==> src/rtl/uart_pkg.sv <==
// Shared UART definitions used by both ends of the link.
// Holds the frame geometry, the line levels and the transmitter state encoding.
package uart_pkg;

    localparam int   UART_DATA_BITS   = 8;
    localparam int   UART_STOP_BITS   = 2;

    localparam logic UART_IDLE_LEVEL  = 1'b0;
    localparam logic UART_START_LEVEL = 1'b1;
    localparam logic UART_STOP_LEVEL  = 1'b1;

    typedef enum logic [2:0] {
        TX_IDLE,
        TX_START,
        TX_DATA,
        TX_PARITY,
        TX_STOP1,
        TX_STOP2,
        TX_GUARD
    } uart_tx_state_t;

endpackage

==> src/rtl/uart_baud_tick.sv <==
// Bit-time counter for the UART transmitter.
// Counts 0..CLKS_PER_BIT-1 and raises tick during the terminal count cycle.
// Ports:
//   clk, rst_n : clock, async active-low reset
//   restart    : synchronous restart, counter goes to 0 on the next edge
//   tick       : high during the last cycle of the current bit time
module uart_baud_tick #(
    parameter int CLKS_PER_BIT = 1
) (
    input  logic clk,
    input  logic rst_n,
    input  logic restart,
    output logic tick
);

    localparam int             CW   = (CLKS_PER_BIT > 1) ? $clog2(CLKS_PER_BIT) : 1;
    localparam logic [CW-1:0]  TERM = CW'(CLKS_PER_BIT - 1);

    logic [CW-1:0] cnt_q, cnt_d;

    assign tick = (cnt_q == TERM);

    always_comb begin
        cnt_d = cnt_q + CW'(1);
        if (restart || tick) begin
            cnt_d = '0;
        end
    end

    always_ff @(posedge clk or negedge rst_n) begin
        if (!rst_n) begin
            cnt_q <= '0;
        end else begin
            cnt_q <= cnt_d;
        end
    end

endmodule

==> src/rtl/uart_transmitter.sv <==
// UART frame transmitter: start, 8 data bits LSB-first, even parity,
// two stop bits, then one guard bit time at idle level.
// Ports:
//   clk, rst_n : clock, async active-low reset
//   tx_data    : byte to send, sampled on the valid/ready handshake
//   tx_valid   : tx_data holds a byte
//   tx_ready   : high only in IDLE
//   serial     : registered serial line
//   tx_busy    : frame or guard in progress (!tx_ready)
//   tx_done    : one-cycle pulse during the last cycle of the second stop bit
module uart_transmitter
    import uart_pkg::*;
#(
    parameter int CLKS_PER_BIT = 1
) (
    input  logic       clk,
    input  logic       rst_n,
    input  logic [7:0] tx_data,
    input  logic       tx_valid,
    output logic       tx_ready,
    output logic       serial,
    output logic       tx_busy,
    output logic       tx_done
);

    uart_tx_state_t state_q, state_d;
    logic [7:0]     shreg_q, shreg_d;
    logic [2:0]     bit_cnt_q, bit_cnt_d;
    logic           parity_q, parity_d;
    logic           serial_q, serial_d;
    logic           tick;
    logic           restart;

    // Every state entry starts a fresh bit time; IDLE holds the counter at 0
    // so the start bit is full length regardless of when the handshake lands.
    assign restart = (state_d != state_q) || (state_q == TX_IDLE);

    uart_baud_tick #(
        .CLKS_PER_BIT (CLKS_PER_BIT)
    ) u_baud (
        .clk     (clk),
        .rst_n   (rst_n),
        .restart (restart),
        .tick    (tick)
    );

    assign tx_ready = (state_q == TX_IDLE);
    assign tx_busy  = !tx_ready;
    assign serial   = serial_q;

    always_comb begin
        state_d   = state_q;
        shreg_d   = shreg_q;
        bit_cnt_d = bit_cnt_q;
        parity_d  = parity_q;
        tx_done   = 1'b0;

        case (state_q)
            TX_IDLE: begin
                if (tx_valid) begin
                    shreg_d   = tx_data;
                    parity_d  = ^tx_data;
                    bit_cnt_d = '0;
                    state_d   = TX_START;
                end
            end
            TX_START: begin
                if (tick) state_d = TX_DATA;
            end
            TX_DATA: begin
                if (tick) begin
                    shreg_d   = shreg_q >> 1;
                    bit_cnt_d = bit_cnt_q + 3'd1;
                    if (bit_cnt_q == 3'(UART_DATA_BITS - 1)) state_d = TX_PARITY;
                end
            end
            TX_PARITY: begin
                if (tick) state_d = TX_STOP1;
            end
            TX_STOP1: begin
                if (tick) state_d = TX_STOP2;
            end
            TX_STOP2: begin
                if (tick) begin
                    tx_done = 1'b1;
                    state_d = TX_GUARD;
                end
            end
            TX_GUARD: begin
                if (tick) state_d = TX_IDLE;
            end
            default: state_d = TX_IDLE;
        endcase

        // Line level is computed from the next state so the register holds
        // the level of the bit that is current after this edge.
        case (state_d)
            TX_START:           serial_d = UART_START_LEVEL;
            TX_DATA:            serial_d = shreg_d[0];
            TX_PARITY:          serial_d = parity_d;
            TX_STOP1, TX_STOP2: serial_d = UART_STOP_LEVEL;
            default:            serial_d = UART_IDLE_LEVEL;
        endcase
    end

    always_ff @(posedge clk or negedge rst_n) begin
        if (!rst_n) begin
            state_q   <= TX_IDLE;
            shreg_q   <= '0;
            bit_cnt_q <= '0;
            parity_q  <= 1'b0;
            serial_q  <= UART_IDLE_LEVEL;
        end else begin
            state_q   <= state_d;
            shreg_q   <= shreg_d;
            bit_cnt_q <= bit_cnt_d;
            parity_q  <= parity_d;
            serial_q  <= serial_d;
        end
    end

endmodule

==> config.mk <==
export PLATFORM = sky130hd
export DESIGN_NAME = uart_transmitter
export DESIGN_NICKNAME = d
export VERILOG_FILES = /design/src/rtl/uart_pkg.sv /design/src/rtl/uart_baud_tick.sv /design/src/rtl/uart_transmitter.sv
export SDC_FILE = /design/constraint.sdc
export NUM_CORES = 1
export LEC_CHECK = 0
export ABC_AREA = 1
export CORE_AREA = 4 4 47 49
export CTS_CLUSTER_SIZE = 25
export DETAILED_ROUTE_END_ITERATION = 16
export DIE_AREA = 0 0 51 53
export DONT_BUFFER_PORTS = 1
export PLACE_DENSITY_LB_ADDON = 0.25
export SLEW_MARGIN = 30
export SYNTH_ARGS = -nofsm -noshare
export SYNTH_HDL_FRONTEND = slang
export SYNTH_SLANG_ARGS = --single-unit
==> constraint.sdc <==
create_clock -name clk -period 2.18 [get_ports clk]
set_clock_uncertainty 0.15 [all_clocks]
set_input_delay 0.218 -clock clk [delete_from_list [all_inputs] [get_ports clk]]
set_output_delay 0.218 -clock clk [all_outputs]
set_load 0.02 [all_outputs]
== Yosys cells after proc, flatten, opt, wreduce, memory -nomap -nowiden ==
Cells that the tools add are included.

* Input bits: 11
* Output and inout port bits: 4
* Bits in registers: 17
* Logic and storage cells: 54

* Mux-type cells: 21
* $add $sub $neg: 2
* Bitwise logic cells: 1
* Eq/ne operators: 15
* Reduce and logical (&&, ||, !) cells: 8

{| class="wikitable"
|+ Operators by type and width
! cell !! count
|-
| $mux 3 || 10
|-
| $pmux 3 s7 || 1
|-
| $eq 3x3->1 const B || 6
|-
| $mux 8 || 2
|-
| $pmux 8 s2 || 1
|-
| $eq 3x2->1 const B || 4
|-
| $reduce_xor 8->1 || 1
|-
| $eq 3x1->1 const B || 2
|-
| $pmux 3 s2 || 1
|-
| $mux 1 || 5
|-
| $ne 2x2->1 const B || 2
|-
| $add 3x1->3 const B || 1
|-
| $logic_not 3->1 || 1
|-
| $ne 3x3->1 || 1
|-
| $pmux 1 s3 || 1
|-
| $reduce_and 3->1 || 1
|-
| $reduce_or 3->1 || 1
|-
| $logic_or 1x1->1 || 2
|-
| $reduce_bool 2->1 || 1
|-
| $add 1x1->1 const B || 1
|-
| $logic_not 1->1 || 1
|-
| $not 1->1 || 1
|}

== Logic depth before layout (Yosys ltp) ==
* Word-level depth: 8
* Gate-level depth with buffers: 10
* Gate-level depth less buffers: 9

== Modules after synthesis ==
Synthesis repeated with hierarchy kept, for this count alone.

* Cells, all modules: 140
* Area, all modules: 1054.8 µm²

{| class="wikitable"
|+ Modules (own cells, without submodules)
! module !! area each (µm²) !! times used !! sequential area each (µm²) !! cells an instance
|-
| uart_transmitter || 1022.2 || 1 || 400.4 || 137
|-
| uart_baud_tick || 32.5 || 1 || 25.0 || 3
|}

== Worst setup path after synthesis ==
OpenSTA, ideal clock, no wires.

* Kind: flip-flop to flip-flop
* Start point: register bit_cnt_q[0]
* End point: register serial_q (netlist: serial)
* Cell stages (with the launch flop): 9
* Clock period less this slack: 1425 ps
* Arrival: 1149 ps
* Required time: 1904 ps
* Buffers on the path: 0
* Slack: 755 ps
* Path through: dfrtp_1 ha_1 ha_1 inv_1 nand2_4 nand2_4 nand2_4 o21ai_1 nand3_1

* Word-level cells in the longest chain between the ends: 7

{| class="wikitable"
|+ RTL lines
! what !! line !! RTL
|-
| from (decl) || uart_transmitter.sv:28 || <nowiki>logic [2:0] bit_cnt_q, bit_cnt_d;</nowiki>
|-
| from (signal assigned) || uart_transmitter.sv:116 || <nowiki>bit_cnt_q <= bit_cnt_d;</nowiki>
|-
| $eq 3x3->1 (*) || uart_transmitter.sv:74 || <nowiki>if (bit_cnt_q == 3'(UART_DATA_BITS - 1)) state_d = TX_PARITY;</nowiki>
|-
| $mux 3 (*) || uart_transmitter.sv:74 ||
|-
| $mux 3 (*) || uart_transmitter.sv:71 || <nowiki>if (tick) begin</nowiki>
|-
| $pmux 3 s7 (*) || uart_transmitter.sv:58 || <nowiki>case (state_q)</nowiki>
|-
| via state_d[0] || uart_transmitter.sv:26 || <nowiki>uart_tx_state_t state_q, state_d;</nowiki>
|-
| $eq 3x3->1 or $eq 3x1->1 (tied branches) || uart_transmitter.sv:97 || <nowiki>case (state_d)</nowiki>
|-
| $reduce_or 3->1 (no line) || -- ||
|-
| $pmux 1 s3 (*) || uart_transmitter.sv:97 ||
|-
| via serial_d || uart_transmitter.sv:30 || <nowiki>logic serial_q, serial_d;</nowiki>
|-
| to (signal assigned) || uart_transmitter.sv:118 || <nowiki>serial_q <= serial_d;</nowiki>
|-
| to (decl) || uart_transmitter.sv:30 ||
|}

The timed path passes the listed nets; every way through them passes the cells marked *.
A chain may end at the register's enable or synchronous reset.

== Worst setup path after layout ==
* Start point: register state_q[1]
* End point: output tx_ready

* Word-level cells in the longest chain between the ends: 1

{| class="wikitable"
|+ RTL lines
! what !! line !! RTL
|-
| from (decl) || uart_transmitter.sv:26 ||
|-
| from (signal assigned) || uart_transmitter.sv:114 || <nowiki>state_q <= state_d;</nowiki>
|-
| $logic_not 3->1 || uart_transmitter.sv:47 || <nowiki>assign tx_ready = (state_q == TX_IDLE);</nowiki>
|-
| to (decl) || uart_transmitter.sv:20 || <nowiki>output logic tx_ready,</nowiki>
|}

Every way passes these cells.

==> summary.md <==
| Metric | Value |
|---|---|
| Met2 Wirelength | `865 µm` |
| Hold Crit Class | `in2reg` |
| Run status | `finished clean` |
| Minimum clock period | `1.71 ns` |
| Standby leakage power | `0.638 nW` |
| Wire length on met3 | `76 µm` |
| Global router's overall resource usage | `16.8%` |
| Number of synthesized flops with an enable pin | `0` |
| Port Buffer Count | `0` |
| Utilization after layout | `60.8%` |
| Switching power as a share of total power | `44.1%` |
| Share of final-layout standard cells stronger than drive strength 1 | `7.89%` |
| Final estimated routing congestion in global placement | `0.845` |
| Area share of the leading cell type in the synthesized netlist | `40.7%` |
| Maximum fanout along the worst path | `10` |
| Detailed-route wire length on metal 1 | `919 µm` |
| Mean instance size in the synthesized netlist | `7.21 µm²` |
| Top area cells in the synthesized netlist | `sky130_fd_sc_hd__dfrtp_1, sky130_fd_sc_hd__nand2_1, sky130_fd_sc_hd__inv_1` |
| Total standard cell area after synthesis | `1040 µm²` |
| Post-route ant nets | `0` |
| TritonCTS clock tree | `yes` |
| Critical path endpoint category | `output pin` |
| Maximum number of pins on one net before global-route repair | `18` |
| Number of antenna violations at the first check in global routing | `0` |
| FILL cells | `170` |
| Maximum clock frequency | `586 MHz` |
| Clk Tree Root Cell | `sky130_fd_sc_hd__clkbuf_4` |
| Number of CTS-inserted buffers | `3` |
| Share of power burned in registers | `43.8%` |
| Slew at the pin with the worst max-slew slack | `0.730 ns` |
| Deepest clock path buffer count | `2` |
| Cell type with the largest total area after synthesis | `sky130_fd_sc_hd__dfrtp_1` |
| Category of cells accounting for the largest share of critical-path delay | `flip-flops` |
| Startpoint type of the worst setup path | `flop` |
| Average via count per standard cell | `5.00` |
| Cell with the largest stage delay on the worst path | `sky130_fd_sc_hd__dfrtp_1` |
| RSZ-0062 raised after global routing | `no` |
| Post-cts repair resize count | `0` |
| Number of ports placed on the die boundary | `15` |
| Rows | `16` |
| Final routed wirelength across all metal layers | `1.88 mm` |
| Count of endpoints failing setup in the final report | `0` |
| Vertical extent of the die | `53 µm` |
| Distinct cells, synth | `21` |
| Worst R2R Setup Slack | `0.58 ns` |
| Placeable core area | `1860 µm²` |
| Overall die area | `2700 µm²` |
| Mapped Nets | `158` |
| Power Density | `1150 nW/µm²` |
| Max-slew violation count | `0` |
| Max-slew headroom at the worst pin | `51.2%` |
| CP Class | `reg2out` |
| Most frequent cell after synthesis | `sky130_fd_sc_hd__nand2_1` |
| Max layer used | `met4` |
| Synthesized instance count | `145` |
| Initial standard-cell utilization of the core | `56.1%` |
| Most numerous cell types in the synthesized netlist | `sky130_fd_sc_hd__nand2_1, sky130_fd_sc_hd__inv_1, sky130_fd_sc_hd__dfrtp_1` |
| Number of buffer and inverter instances along the worst setup path | `2` |
| Chip Width | `51 µm` |
| Most numerous cell on the critical path | `sky130_fd_sc_hd__inv_1` |
| Count of state elements after synthesis | `17` |
| Number of max-cap violations | `0` |
| Sequential-to-total area share from yosys stat | `40.7%` |
| Remaining global-route overflow | `0` |
| Worst-path cell chain | `inv_1, nand2_1, inv_1` |
| CTS H-tree depth | `1` |
| Vias in the first global route | `807` |
| Fraction of registers with async set or reset after synthesis | `100%` |
| Endpoints failing hold | `0` |
| Final nets | `166` |
| Worst supply voltage drop on vdd | `0.000675 V` |
| DPL Wire Length | `1.51 mm` |
| DR WL/cell | `10.5 µm` |
| Synth-to-layout area growth | `8.38%` |
| Tcrit/Tclk final | `78.3%` |
| Latest clock arrival within the worst-skew pair | `0.28 ns` |
| 1st-iter DRT viols | `22` |
| Setup TNS | `0 ns` |
| Combinational share of power | `43.6%` |
| Switching power summed over all nets | `0.574 mW` |
| Top_reg_cell synth | `sky130_fd_sc_hd__dfrtp_1` |
| Clock sink total | `17` |
| Remaining routing DRC violations | `0` |
| Via count of the routed design | `895` |
| Detailed-routing iteration count for the pre-antenna-repair pass | `4` |
| Clk slew on worst S/H paths | `0.10 ns` |
| Int Pwr | `0.728 mW` |
| Delay of the slowest cell on the worst path | `0.48 ns` |
| Data arrival time of the critical path | `1.34 ns` |
| Antenna diode count | `0` |
| Warning count from the yosys run | `0` |
| Wire length of the first global-routing pass | `3.44 mm` |
| Power share of the clock group | `12.6%` |
| Required time of the critical path | `1.81 ns` |
stage by stage:
stage	instance area, µm²	worst slack, ns	power [mW]	instances	hold WS (ns)
4_1_cts	1130	0.467	1.31	179	0.00157
3_5_place_dp	1060	0.599	1.13	170	-0.227
2_1_floorplan	1040	0.755	1.06	145	-0.228
3_3_place_gp	1060	0.646	1.11	170	-0.227
6_report	1130	0.473	1.30	179	0.00124
5_1_grt	1130	0.358	1.44	179	0.0353
worst register-to-register path, stage by stage (launching register included):
cell	delay, ns
sky130_fd_sc_hd__dfrtp_1	0.50
sky130_fd_sc_hd__inv_1	0.15
sky130_fd_sc_hd__nand3_4	0.19
sky130_fd_sc_hd__nand2_2	0.14
sky130_fd_sc_hd__nand2_4	0.10
sky130_fd_sc_hd__nand2_4	0.05
sky130_fd_sc_hd__o21ai_1	0.12
sky130_fd_sc_hd__nand3_1	0.09
layer usage:
| layer | track usage, % | vias up |
|---|---|---|
| met5 | 0 | - |
| met2 | 28.8 | 19 |
| li1 | - | 469 |
| met1 | 21.6 | 405 |
| met3 | 2.25 | 2 |
| met4 | 5.83 | 0 |
power groups by stage:
stage	Clock [mW]	Combinational [mW]	Sequential (mW)
after detailed placement	0	0.557	0.575
after global routing	0.180	0.671	0.589
final	0.163	0.568	0.571
after floorplan	0	0.519	0.538
after global placement	0	0.544	0.568
after CTS	0.168	0.573	0.570
flip-flops by register name (all words and copies together), names as in the netlist:
name          cells
bit_cnt_q         3
parity_q          1
serial            1
shreg_q           8
state_q           3
u_baud.cnt_q      1
area by class of cell:
| class | count | area, µm² | share of cell area [%] |
|---|---|---|---|
| multi-input cells | 106 | 522 | 46.1 |
| well taps | 27 | 33.8 | 2.98 |
| clock buffers | 4 | 26.3 | 2.32 |
| flip-flops and latches | 17 | 425 | 37.6 |
| repair buffers | 5 | 50.0 | 4.42 |
| inverters | 20 | 75.1 | 6.63 |
logic make-up (layout without fill, tap and decap cells):
family	count (synthesis)	after routing	share of synthesized area, %
other	1	1	0.359
AO/OA/AOI/OAI	14	14	8.98
adder cells (fa/ha/maj)	2	2	2.39
AND/OR/NAND/NOR	89	89	38.2
flip-flops	17	17	40.7
buffers and inverters	22	29	9.34
path summary, 6_finish.rpt:
check	start	depth (start not counted)	end
worst max-delay path	state_q[1]	3	tx_ready
worst min-delay path	tx_data[5]	2	shreg_q[5]
worst max register to register	state_q[1]	7	serial
worst min register to register	bit_cnt_q[1]	2	bit_cnt_q[1]
max in group asynchronous	rst_n	1	shreg_q[2]
min in group asynchronous	rst_n	1	shreg_q[3]
cell usage in the layout (no fill, tap or decap), drive strengths merged:
master	count
dfrtp	17
o221ai	1
nand3	12
clkbuf	4
and2	1
nand2	72
o211ai	6
dlygate4sd3	5
a21oi	1
ha	2
or2	1
o21ai	6
inv	20
conb	1
nor2	3
repair_timing:
item	CTS	global route
hold endpoints to repair	21	0
hold buffers	5	0
setup endpoints to repair	0	0
buffers inserted	0	0
Power figures use the tool's default switching activity.
